### config.mk
export PLATFORM = sky130hd
export DESIGN_NAME = rr_mux_pipe
export DESIGN_NICKNAME = d
export VERILOG_FILES = /design/src/rtl/rr_mux_pkg.sv /design/src/rtl/rr_arb.sv /design/src/rtl/rr_mux_pipe.sv
export SDC_FILE = /design/constraint.sdc
export NUM_CORES = 1
export LEC_CHECK = 0
export CORE_AREA = 2 2 87 68
export CTS_CLUSTER_SIZE = 20
export DETAILED_ROUTE_END_ITERATION = 7
export DIE_AREA = 0 0 89 70
export MAX_ROUTING_LAYER = met4
export PLACE_DENSITY_LB_ADDON = 0.2
export SKIP_LAST_GASP = 1
export SLEW_MARGIN = 40
export SYNTH_ARGS = -nofsm -noshare
export SYNTH_HDL_FRONTEND = slang
export SYNTH_SLANG_ARGS = --single-unit
### constraint.sdc
create_clock -name clk -period 6.7 [get_ports clk]
set_input_delay 1.675 -clock clk [delete_from_list [all_inputs] [get_ports clk]]
set_output_delay 1.675 -clock clk [all_outputs]
set_load 0.02 [all_outputs]
### src/rtl/rr_mux_pkg.sv
// Shared definitions for the round-robin registered multiplexer slice.
// Optional feature macro: RR_MUX_PARITY_EN (see rr_mux_pipe).
package rr_mux_pkg;

    typedef enum logic {
        MODE_FIXED = 1'b0,
        MODE_RR    = 1'b1
    } mode_e;

    // Channel index width; never narrower than one bit.
    function automatic int unsigned chan_idx_w(input int unsigned n);
        return (n <= 2) ? 1 : $clog2(n);
    endfunction

endpackage

### src/rtl/rr_arb.sv
// Round-robin arbiter: rotating-priority search starting at the pointer it owns.
// The pointer moves one past the winner whenever the caller reports a load.
module rr_arb
    import rr_mux_pkg::*;
#(
    parameter int unsigned NCH = 8,
    parameter int unsigned SW  = chan_idx_w(NCH)
) (
    input  logic           clk,
    input  logic           rst,
    input  logic [NCH-1:0] req,
    input  logic           adv,
    output logic [SW-1:0]  ptr,
    output logic [SW-1:0]  gnt,
    output logic           gnt_vld
);

    logic [SW-1:0] r_ptr;
    logic [SW-1:0] w_gnt;
    logic [SW-1:0] w_idx;

    // Scan from the farthest offset down so the offset nearest ptr wins;
    // index arithmetic wraps naturally because NCH is a power of two.
    always_comb begin
        w_gnt = r_ptr;
        w_idx = r_ptr;
        for (int unsigned k = 0; k < NCH; k++) begin
            w_idx = r_ptr + SW'(NCH - 1 - k);
            if (req[w_idx]) begin
                w_gnt = w_idx;
            end
        end
    end

    always_ff @(posedge clk or posedge rst) begin
        if (rst) begin
            r_ptr <= '0;
        end else if (adv) begin
            r_ptr <= w_gnt + SW'(1);
        end
    end

    assign ptr     = r_ptr;
    assign gnt     = w_gnt;
    assign gnt_vld = |req;

endmodule

### src/rtl/rr_mux_pipe.sv
// N-channel valid/ready multiplexer with fixed or round-robin selection and one output register.
// Optional `define RR_MUX_PARITY_EN adds registered out_par = ^out_data.
module rr_mux_pipe
    import rr_mux_pkg::*;
#(
    parameter int unsigned W   = 8,
    parameter int unsigned NCH = 8,
    parameter int unsigned SW  = chan_idx_w(NCH)
) (
    input  logic             clk,
    input  logic             rst,
    input  logic             mode,
    input  logic [SW-1:0]    sel,
    input  logic [NCH*W-1:0] in_data,
    input  logic [NCH-1:0]   in_valid,
    output logic [NCH-1:0]   in_ready,
    output logic [W-1:0]     out_data,
    output logic [SW-1:0]    out_ch,
    output logic             out_valid,
`ifdef RR_MUX_PARITY_EN
    output logic             out_par,
`endif
    input  logic             out_ready
);

    logic [W-1:0]   r_out_data;
    logic [SW-1:0]  r_out_ch;
    logic           r_out_valid;

    logic           w_rr;
    logic [SW-1:0]  w_arb_ptr;
    logic [SW-1:0]  w_arb_gnt;
    logic           w_arb_vld;
    logic [SW-1:0]  w_gnt;
    logic           w_gnt_vld;
    logic           w_load;
    logic           w_adv;
    logic [W-1:0]   w_sel_data;
    logic [NCH-1:0] w_in_ready;

    assign w_rr = (mode_e'(mode) == MODE_RR);

    rr_arb #(
        .NCH (NCH),
        .SW  (SW)
    ) u_arb (
        .clk     (clk),
        .rst     (rst),
        .req     (in_valid),
        .adv     (w_adv),
        .ptr     (w_arb_ptr),
        .gnt     (w_arb_gnt),
        .gnt_vld (w_arb_vld)
    );

    // FIXED mode bypasses the arbiter entirely and leaves its pointer untouched.
    always_comb begin
        w_gnt     = sel;
        w_gnt_vld = in_valid[sel];
        if (w_rr) begin
            w_gnt     = w_arb_gnt;
            w_gnt_vld = w_arb_vld;
        end
    end

    assign w_load     = (!r_out_valid || out_ready) && w_gnt_vld;
    assign w_adv      = w_load && w_rr;
    assign w_sel_data = in_data[w_gnt*W +: W];

    // Reset gates ready so no source sees a transfer while the stage is being cleared.
    always_comb begin
        w_in_ready = '0;
        if (w_load && !rst) begin
            w_in_ready[w_gnt] = 1'b1;
        end
    end

    always_ff @(posedge clk or posedge rst) begin
        if (rst) begin
            r_out_data  <= '0;
            r_out_ch    <= '0;
            r_out_valid <= 1'b0;
        end else if (w_load) begin
            r_out_data  <= w_sel_data;
            r_out_ch    <= w_gnt;
            r_out_valid <= 1'b1;
        end else if (out_ready) begin
            r_out_valid <= 1'b0;
        end
    end

`ifdef RR_MUX_PARITY_EN
    logic r_out_par;

    always_ff @(posedge clk or posedge rst) begin
        if (rst) begin
            r_out_par <= 1'b0;
        end else if (w_load) begin
            r_out_par <= ^w_sel_data;
        end
    end

    assign out_par = r_out_par;
`endif

    assign in_ready  = w_in_ready;
    assign out_data  = r_out_data;
    assign out_ch    = r_out_ch;
    assign out_valid = r_out_valid;

endmodule
==> results.tsv <==
stage	metric	value	unit
global_route	grt_pass1_wl	11540	microns
synthesis	syn-num-nets	343	
timing	slew_headroom	50.98	%
run_status	status	finished clean	
pwr	p_clk_share	4.4	%
final_layout	fin_area	3686	sq um
synthesis	synth_edf_count	0	
detailed_routing	drt-total-wl	7314	microns
global_route	grt_overflow	0	
pwr	power.density	452.7	nW/um^2
timing	setup_ws	0.1314	ns
timing	slew_viol_final	0	
clock_tree	cts.path.max_buffers	2	
clock_tree	path_clk_slew	0.06	ns
place	dpl_cell_area	3627	sq um
synthesis	synth_top_area_share	19.44	%
floorplanning	initial_core_util	46.13	%
global_route	grt_usage	24.21	%
pwr	p_int	881.2	uW
timing	period_minus_slack	6.569	ns
synthesis	synth_fa_ha_area_share	0.9818	%
pwr	p_leak	1.488	nW
floorplanning	die-area	6230	sq um
clock_tree	clk_latency	0.25	ns
synthesis	ys_seq_area_share	14.73	%
worst_setup_path	end_kind	output pin	
synthesis	synth-simple-area-share	13.75	%
worst_setup_path	crit_path_start_kind	input port	
place	hpwl	5904	microns
pwr	peakVddDrop	0.0002496	V
final_layout	regArea	375.4	sq um
floorplanning	rows	24	
place	place_ws	0.02951	ns
synthesis	netlist_top_cells_count	28 x mux2i_1, 26 x nand2_1, 22 x mux4_2	
final_layout	layout.nets	438	
final_layout	area_delta_synth_final	44.62	%
timing	tightest_slew	0.7339	ns
detailed_routing	drcViolationCount	0	
synthesis	ys_seq_elements	15	
synthesis	syn_avg_cell_area	9.728	sq um
clock_tree	root_buffer	clkbuf_8	
timing	min_period_over_period	98.04	%
detailed_routing	drt_iter0_drc	218	
clock_tree	cts_tree	built	
global_route	grt_pass1_vias	2314	
flow_run	max-cap-violations	0	
place	gp_congestion	0.9623	
detailed_routing	antenna_left	0	
worst_setup_path	cp_data_arrival_time	4.89	ns
synthesis	synth_most_common_cell	mux2i_1	
timing	final.setup_skew	0.003942	ns
synthesis	synthFlopType	dfrtp_1	
synthesis	synth.cell_area	2549	sq um
detailed_routing	routedWlPerCell	16.85	microns
synthesis	async_reset_ff_share	100.0	%
final_layout	drive_gt1_share	22.19	%
clock_tree	ctsHoldBuffers	0	
synthesis	ys_top_cells_by_area	mux4_2 19%, dfrtp_1 15%, mux2i_1 11%, mux2_2 7.5%, mux4_1 6.2%	
timing	fin_hold_ws	0.4774	ns
final_layout	multi_input_area	2006	sq um
synthesis	yosys_warnings	0	
final_layout	fillers	454	
floorplanning	dieWidth	89	microns
final_layout	diodes	0	
final_layout	utilization	66.71	%
pwr	switching_share	47.19	%
clock_tree	cts_setup_buffers	0	
worst_setup_path	critical_path_class	input port to output pin	
detailed_routing	vias	2555	
timing	setup-tns-final	0	ns
clock_tree	htree_num_levels	1	
pwr	seqPwrFrac	10.0	%
timing	finalSetupViolCount	0	
pwr	switching_power	787.3	uW
min_path	min_path_type	flop to flop	
worst_setup_path	critical_path_peak_fanout	7	
floorplanning	ios	99	
clock_tree	numCtsBuffers	3	
global_route	grt_max_degree	19	
worst_setup_path	crit_required	5.03	ns
synthesis	synthMuxAreaShare	44.72	%
pwr	combPwrFrac	85.6	%
synthesis	synth_top_family_by_area	multiplexers	
global_route	antenna_found_initial	0	
floorplanning	core	5525	sq um
clock_tree	clock_sinks	15	
synthesis	syn_inst	262	
floorplanning	die-height	70	microns
synthesis	synth_compound_area_share	16.69	%
synthesis	synthXorXnorAreaFrac	2.013	%
synthesis	ys_types	49	
synthesis	synth_area_leader_cell	mux4_2	
timing	max_freq	152.2	MHz
detailed_routing	viasPerCell	5.887	
place	port_buffers	98	
timing	hold_violations	0	
detailed_routing	dr.pass1.iters	5	
-- registers in the layout (all words and copies together) (netlist names) --
register	cells
out_ch	3
out_data	8
out_valid	1
u_arb.ptr	3
-- kinds of logic (layout without fill, tap and decap cells) --
| family | after synthesis | after routing |
|---|---|---|
| flops | 15 | 15 |
| fa+ha+maj | 2 | 2 |
| mux | 74 | 74 |
| compound gates | 55 | 55 |
| xor+xnor | 5 | 5 |
| buf+inv | 35 | 129 |
| simple gates | 76 | 76 |
-- power groups by stage --
| stage | registers, mW | logic (mW) | clock network [mW] |
|---|---|---|---|
| after floorplan | 0.194 | 1.05 | 0 |
| after global placement | 0.167 | 1.40 | 0 |
| after detailed placement | 0.168 | 1.41 | 0 |
| after CTS | 0.166 | 1.41 | 0.0746 |
| after global routing | 0.173 | 1.53 | 0.0798 |
| final | 0.167 | 1.43 | 0.0740 |
-- metal layers --
| metal | vias to the layer above | wire (microns) | GRT usage, % |
|---|---|---|---|
| met1 | 1207 | 3298 | 38.36 |
| met2 | 135 | 3248 | 33.33 |
| met3 | 12 | 665 | 3.783 |
| li1 | 1201 | - | - |
| met4 | 0 | 102 | 3.814 |
| met5 | - | 0 | - |
-- stage by stage --
stage	power [mW]	instances
final	1.668	434
after detailed placement	1.579	430
after CTS	1.655	434
after global routing	1.787	434
after global placement	1.570	430
after floorplan	1.246	262
-- cells in the final DEF, fill, tap and decap left out, drive strengths merged, types with 2 or more instances in the layout --
master and count:
o21a 3, inv 8, mux2 18, ha 2, nor3 4, a22oi 2
a31o 3, clkbuf 3, xor2 4, o31ai 2, or3 2, nand2b 5
nor2b 4, nor2 18, a21oi 5, and3 2, a31oi 6, nand3 10
dfrtp 15, or2 2, o21ai 11, dlymetal6s2s 3, mux2i 28, o211ai 12
buf 19, nand2 26, mux4 28, clkdlybuf4s50 95, a211oi 2
-- what timing repair did --
action / 4_1_cts / 5_1_grt
resized for setup: 0 / 5
endpoints found under the setup margin: 0 / 8
endpoints found under the hold margin: 0 / 0
-- final timing paths --
check	startpoint	end	slack, ns	cells after the start
max in group asynchronous	rst	out_data[2]	4.52	2
min reg2reg	out_ch[0]	out_ch[0]	0.48	2
max reg2reg	u_arb.ptr[0]	out_data[4]	2.35	13
max	in_valid[1]	in_ready[6]	0.13	11
min in group asynchronous	rst	out_data[6]	1.81	2
min	out_ch[0]	out_ch[0]	0.48	2
-- final cells by class --
type,instances,area share (%)
well taps,78,2.648
inverters,8,0.8147
clock inverters,1,0.1358
clock buffers,3,1.120
flip-flops and latches,15,10.18
repair buffers,117,30.69
multi-input cells,212,54.41
-- critical path, stage by stage --
cell and delay [ns]:
clkdlybuf4s50_1 0.52, mux4_2 0.59, a21oi_1 0.19, o22ai_1 0.11, a311oi_1 0.30, o211ai_1 0.14
a31o_1 0.21, a31o_2 0.25, nand2b_1 0.16, nor2_1 0.11, clkdlybuf4s50_1 0.63
Note: power is estimated with default switching activity, not from simulation.
